## src/rtl/fetch_controller_pkg.sv

```systemverilog
// Shared types and constants for the instruction-fetch sequencer.
package fetchPkg;

  // Queue entries carry the default 16-bit address and instruction widths.
  localparam int unsigned EntryAddrW = 16;
  localparam int unsigned EntryDataW = 16;

  // This instruction encoding stops fetch.
  localparam logic [15:0] DefaultHaltWord = 16'hF000;

  typedef enum logic [0:0] {
    StRun,
    StHalt
  } fetch_state_e;

  typedef struct packed {
    logic [EntryAddrW-1:0] pc;
    logic [EntryDataW-1:0] instr;
  } fetch_entry_t;

endpackage

```

## src/rtl/fetch_controller_queue.sv

```systemverilog
// fetchQueue: 2-entry in-order instruction buffer with push, pop, flush and count.
// Flush wins over push. A same-cycle pop is still taken, but no entry survives a flush.
module fetchQueue
  import fetchPkg::*;
(
  input  logic         clk_i,
  input  logic         rst_i,
  input  logic         push_i,
  input  logic         pop_i,
  input  logic         flush_i,
  input  fetch_entry_t push_entry_i,
  output fetch_entry_t head_o,
  output logic [1:0]   count_o
);

  fetch_entry_t entry_q [2];
  fetch_entry_t entry_d [2];
  logic [1:0]   count_q, count_d;
  logic         do_pop, do_push;

  // Next-state logic for the storage slots and the occupancy count.
  always_comb begin
    entry_d[0] = entry_q[0];
    entry_d[1] = entry_q[1];
    count_d    = count_q;
    do_pop     = pop_i && (count_q != 2'd0);
    do_push    = push_i && ((count_q != 2'd2) || do_pop);
    if (flush_i) begin
      count_d = 2'd0;
    end else begin
      case ({do_push, do_pop})
        2'b10: begin
          if (count_q == 2'd0) entry_d[0] = push_entry_i;
          else                 entry_d[1] = push_entry_i;
          count_d = count_q + 2'd1;
        end
        2'b01: begin
          entry_d[0] = entry_q[1];
          count_d    = count_q - 2'd1;
        end
        2'b11: begin
          // Occupancy is unchanged; the new word lands behind whatever remains.
          if (count_q == 2'd2) begin
            entry_d[0] = entry_q[1];
            entry_d[1] = push_entry_i;
          end else begin
            entry_d[0] = push_entry_i;
          end
        end
        default: ;
      endcase
    end
  end

  // Storage and count registers.
  always_ff @(posedge clk_i or posedge rst_i) begin
    if (rst_i) begin
      entry_q[0] <= '0;
      entry_q[1] <= '0;
      count_q    <= 2'd0;
    end else begin
      entry_q[0] <= entry_d[0];
      entry_q[1] <= entry_d[1];
      count_q    <= count_d;
    end
  end

  assign head_o  = entry_q[0];
  assign count_o = count_q;

endmodule

```

## src/rtl/fetch_controller.sv

```systemverilog
// fetch_controller: owns the PC, drives the instruction-memory read port and feeds decode
// through a 2-entry queue. It handles branch redirects, halt words and out-of-range fetch.
// Optional macro FETCH_PERF_EN adds the fetchCount and stallCount performance counters.
module fetch_controller
  import fetchPkg::*;
#(
  parameter int unsigned          ADDR_W    = EntryAddrW,
  parameter int unsigned          DATA_W    = EntryDataW,
  parameter int unsigned          MEM_DEPTH = 16,
  parameter logic [DATA_W-1:0]    HALT_WORD = DefaultHaltWord
) (
  input  logic              clk,
  input  logic              rst,
  output logic [ADDR_W-1:0] imemAdr,
  input  logic [DATA_W-1:0] imemData,
  input  logic              redirectValid,
  input  logic [ADDR_W-1:0] redirectPc,
  output logic              outValid,
  input  logic              outReady,
  output logic [DATA_W-1:0] outInstr,
  output logic [ADDR_W-1:0] outPc,
  output logic              halted,
  output logic              fault
`ifdef FETCH_PERF_EN
  ,
  output logic [15:0]       fetchCount,
  output logic [15:0]       stallCount
`endif
);

  fetch_state_e      state_q, state_d;
  logic [ADDR_W-1:0] pc_q, pc_d;
  logic              fault_q, fault_d;

  logic              pop, push, space, in_range;
  logic [1:0]        count;
  fetch_entry_t      head, push_entry;

  // Handshake, queue space and fetch eligibility for this cycle.
  always_comb begin
    pop        = outValid && outReady;
    space      = (count != 2'd2) || pop;
    in_range   = 32'(pc_q) < MEM_DEPTH;
    push       = !redirectValid && (state_q == StRun) && space && in_range;
    push_entry = '{pc: EntryAddrW'(pc_q), instr: EntryDataW'(imemData)};
  end

  fetchQueue u_queue (
    .clk_i        (clk),
    .rst_i        (rst),
    .push_i       (push),
    .pop_i        (pop),
    .flush_i      (redirectValid),
    .push_entry_i (push_entry),
    .head_o       (head),
    .count_o      (count)
  );

  // Next PC, state and fault. A redirect overrides everything else.
  always_comb begin
    state_d = state_q;
    pc_d    = pc_q;
    fault_d = fault_q;
    if (redirectValid) begin
      pc_d    = redirectPc;
      state_d = StRun;
      fault_d = 1'b0;
    end else if (state_q == StRun) begin
      if (!in_range) begin
        state_d = StHalt;
        fault_d = 1'b1;
      end else if (push) begin
        // The halt word is still delivered, and the PC stays pointing at it.
        if (imemData == HALT_WORD) state_d = StHalt;
        else                       pc_d    = pc_q + 1'b1;
      end
    end
  end

  // PC, state and fault registers.
  always_ff @(posedge clk or posedge rst) begin
    if (rst) begin
      state_q <= StRun;
      pc_q    <= '0;
      fault_q <= 1'b0;
    end else begin
      state_q <= state_d;
      pc_q    <= pc_d;
      fault_q <= fault_d;
    end
  end

  assign imemAdr  = pc_q;
  assign outValid = (count != 2'd0);
  assign outInstr = DATA_W'(head.instr);
  assign outPc    = ADDR_W'(head.pc);
  assign halted   = (state_q == StHalt) && (count == 2'd0);
  assign fault    = fault_q;

`ifdef FETCH_PERF_EN
  logic [15:0] fetch_count_q, stall_count_q;

  // Free-running wrap-around counters; redirects leave them alone.
  always_ff @(posedge clk or posedge rst) begin
    if (rst) begin
      fetch_count_q <= 16'd0;
      stall_count_q <= 16'd0;
    end else begin
      if (push) fetch_count_q <= fetch_count_q + 16'd1;
      if ((state_q == StRun) && (count == 2'd2) && !pop) stall_count_q <= stall_count_q + 16'd1;
    end
  end

  assign fetchCount = fetch_count_q;
  assign stallCount = stall_count_q;
`endif

endmodule

```

## config.mk

```make
export PLATFORM = sky130hd
export DESIGN_NAME = fetch_controller
export DESIGN_NICKNAME = d
export VERILOG_FILES = /design/src/rtl/fetch_controller_pkg.sv /design/src/rtl/fetch_controller_queue.sv /design/src/rtl/fetch_controller.sv
export SDC_FILE = /design/constraint.sdc
export NUM_CORES = 1
export LEC_CHECK = 0
export BUFFER_PORTS_ARGS = -buffer_cell sky130_fd_sc_hd__clkbuf_2
export CAP_MARGIN = 20
export CORE_MARGIN = 2
export CORE_UTILIZATION = 54
export DETAILED_ROUTE_END_ITERATION = 6
export HOLD_SLACK_MARGIN = 0.06
export PLACE_DENSITY = 0.82
export SETUP_SLACK_MARGIN = 0.15
export SYNTH_ARGS = -nofsm -noshare
export SYNTH_HDL_FRONTEND = slang
export SYNTH_SLANG_ARGS = --single-unit
```

## constraint.sdc

```tcl
create_clock -name clk -period 3 [get_ports clk]
set_clock_uncertainty 0.1 [all_clocks]
set_input_delay 0 -clock clk [delete_from_list [all_inputs] [get_ports clk]]
set_output_delay 0 -clock clk [all_outputs]
set_load 0.1 [all_outputs]
```

==> metrics.md <==
| Metric | Value |
|---|---|
| Max Slew Vio Count | `0` |
| Die width | `89.75 um` |
| Hold Vio Cnt, Final | `0` |
| Sink Count | `84` |
| Num CTS Buffers | `9` |
| Post-synthesis sequential area ratio | `52.95%` |
| Multi-input logic area | `0.001524 mm2` |
| Max_cap viols | `0` |
| Vias | `2,692` |
| Core Footprint | `0.007176 mm2` |
| Post-route ant nets | `0` |
| R2R Path Start | `imemAdr[11]` |
| Clock transition at path regs | `0.09 ns` |
| Slew Limit Headroom | `43.60%` |
| Peak supply drop | `0.4626 mV` |
| Setup total negative slack | `0 ns` |
| Synth Register Bits | `84` |
| Syn Std Cell Area | `0.003970 mm2` |
| Avg Cell Area, Syn | `12.85 um2` |
| TritonRoute pass-1 iters | `4` |
| Syn Nets | `346` |
| Placed Area | `0.004254 mm2` |
| R2R cell count | `5` |
| Vias per cell | `5.395` |
| HP Class | `in2reg` |
| CP Class | `reg2reg` |
| Critical path arrival | `2.58 ns` |
| Final setup violation count | `0` |
| CTS tree | `yes` |
| Gr usage total | `22.25%` |
| Clk buf depth | `2` |
| Antenna fix cells | `0` |
| Rows | `31` |
| Synth async-reset ratio | `100.0%` |
| Share of layout cells above drive strength 1 | `42.75%` |
| RSZ-0062 raised after global routing | `no` |
| Synth warn | `0` |
| Leak | `2.341 nW` |
| Distinct cells, synth | `42` |
| Clock Latency Late Sink | `0.36 ns` |
| IO Count | `87` |
| Worst Hold Depth | `2` |
| # DRC | `0` |
| Area delta synth->final | `21.59%` |
| CTS HTree Levels | `3` |
| RePlAce Congestion | `0.7824` |
| Tightest Pin Transition | `0.8459 ns` |
| Die footprint | `0.008054 mm2` |
| Non-Filler Cell Area, Final | `0.004827 mm2` |
| Filler instances | `532` |
| CP Launch Type | `register` |
| First-pass GRT wire length | `14.38 mm` |
| Nets@finish | `432` |
| Post-DR wirelength/cell | `16.64 um` |
| Final wirelength | `8.303 mm` |
| R2r endpoint | `u_queue.entry_q[14]` |
| Starting density of the core | `55.33%` |
| R2R Setup Slk | `0.56 ns` |
| Clock root cell | `clkbuf_8` |
| Critical Path Fanout Max | `20` |
| Initial antenna violation count | `0` |
| Post-CTS sizing | `0` |
| Final HPWL DP | `5.359 mm` |
| Post-synth EDFFs | `0` |
| Min-Delay Endpoint | `fault` |
| Minimum clock period | `2.440 ns` |
| Grt ovf | `0` |
| Die H | `89.75 um` |
| Gate Count Post-Synth | `309` |
| Post-synth top flop | `dfrtp_1` |
| DR iter-0 viols | `132` |
| Vias in the first global route | `2,840` |
| PwrDens | `625.8 mW/mm2` |
| Largest net degree at the start of global routing | `49` |
| Run status | `completed` |
| Storage cell area | `0.002102 mm2` |
| Crit. End Element | `register` |
| Hold Crit Start | `redirectValid` |
| Peak Freq | `0.4098 GHz` |
| Final period util | `81.33%` |
| Critical Path RT | `3.14 ns` |
| Quantity of I/O buffers inserted on ports | `86` |
-- power breakdown --
part / total (mW) / switching (mW) / internal [mW]
Clock: 0.919 / 0.421 / 0.499
Sequential: 1.27 / 0.0636 / 1.20
Combinational: 0.833 / 0.656 / 0.178
Total: 3.02 / 1.14 / 1.88
-- worst max-delay path by stage --
stage | start | end | slack [ns] | cells past startpoint
global route | imemAdr[7] | u_queue.entry_q[14] | 0.44 | 5
finish | imemAdr[11] | u_queue.entry_q[14] | 0.56 | 5
CTS | imemAdr[11] | u_queue.entry_q[14] | 0.55 | 5
floorplan | imemAdr[7] | u_queue.entry_q[10] | 0.37 | 6
global placement | imemAdr[15] | u_queue.entry_q[14] | 0.62 | 5
detailed placement | imemAdr[11] | u_queue.entry_q[14] | 0.56 | 5
-- kinds of logic (layout without fill, tap and decap cells) --
family,Yosys count,in the layout,share of synthesized area (%)
compound gates,57,57,12.67
xor+xnor,3,3,0.6620
fa+ha+maj,1,1,0.3151
buf+inv,54,145,8.761
flops,84,84,52.95
mux,36,36,11.91
simple gates,74,74,12.73
-- area by class of cell --
class / count / area share [%]
multi-input cells: 171 / 31.57
inverters: 2 / 0.1814
clock inverters: 6 / 1.970
well taps: 99 / 2.566
repair buffers: 127 / 17.31
flip-flops and latches: 84 / 43.55
clock buffers: 10 / 2.851
-- registers in the layout, summed over array words and instances (netlist names) --
name and flops:
fault 1, imemAdr 16, state_q 1, u_queue.count_o 2, u_queue.entry_q 32, u_queue.head_o 32
-- cell usage after synthesis (all sizes together), types with 2 or more instances --
cell | n | area, um2
a31o | 2 | 17.52
nor4 | 6 | 82.58
nor3b | 2 | 15.01
nor2 | 5 | 18.77
nand2b | 23 | 143.9
nand2 | 8 | 30.03
nand4 | 3 | 18.77
buf | 39 | 290.3
dfrtp | 84 | 2102
o221a | 20 | 225.2
and4b | 2 | 20.02
nor4bb | 2 | 20.02
o21ai | 7 | 35.03
mux2 | 36 | 473.0
a21oi | 5 | 25.02
a21o | 10 | 75.07
inv | 2 | 7.510
o211a | 10 | 100.1
and2 | 15 | 93.84
clkbuf | 13 | 50.04
xor2 | 2 | 17.52
nor2b | 2 | 12.51
-- through the flow --
step	hold slack (ns)	utilization, %	setup WS (ns)	cells	power (mW)
final	0.1633	67.27	0.5601	499	3.021
after global routing	0.1780	67.27	0.4397	499	3.132
after CTS	0.1292	67.27	0.5539	499	3.046
after detailed placement	0.05950	59.29	0.5615	449	2.092
after global placement	0.05082	59.29	0.6231	449	2.082
after floorplan	0.009373	-	0.3741	309	2.025
-- routing by layer --
metal  vias to the layer above  share of wire [%]  wire [um]  GRT usage [%]
met4                         0                1.5        122          7.564
met2                        85                 50       4118          36.24
met3                        10                6.1        505          7.125
met1                      1348                 43       3557          28.35
met5                         -                  0          0              0
li1                       1249                  -          -              -
-- repair_timing --
action                                 CTS  global route
endpoints found under the hold margin   96             0
hold buffers                            34             0
setup buffers                            0             0
-- cell usage in the layout, fill, tap and decap left out, types with 10 or more instances in the layout --
cell and count:
clkbuf_2 86, dfrtp_1 84, dlygate4sd3_1 34, nand2b_1 23
o221a_2 20, mux2_4 18, mux2_2 16, and2_1 15
a21o_1 10, o211a_1 10, clkbuf_8 10
-- worst max-delay path, cell delays in order, from the launching register on --
cell and delay (ns):
dfrtp_1 0.43, nor4_4 0.34, and3_1 0.21, or4b_1 0.66
buf_12 0.26, mux2_1 0.33
Note: power is estimated with default switching activity, not from simulation.
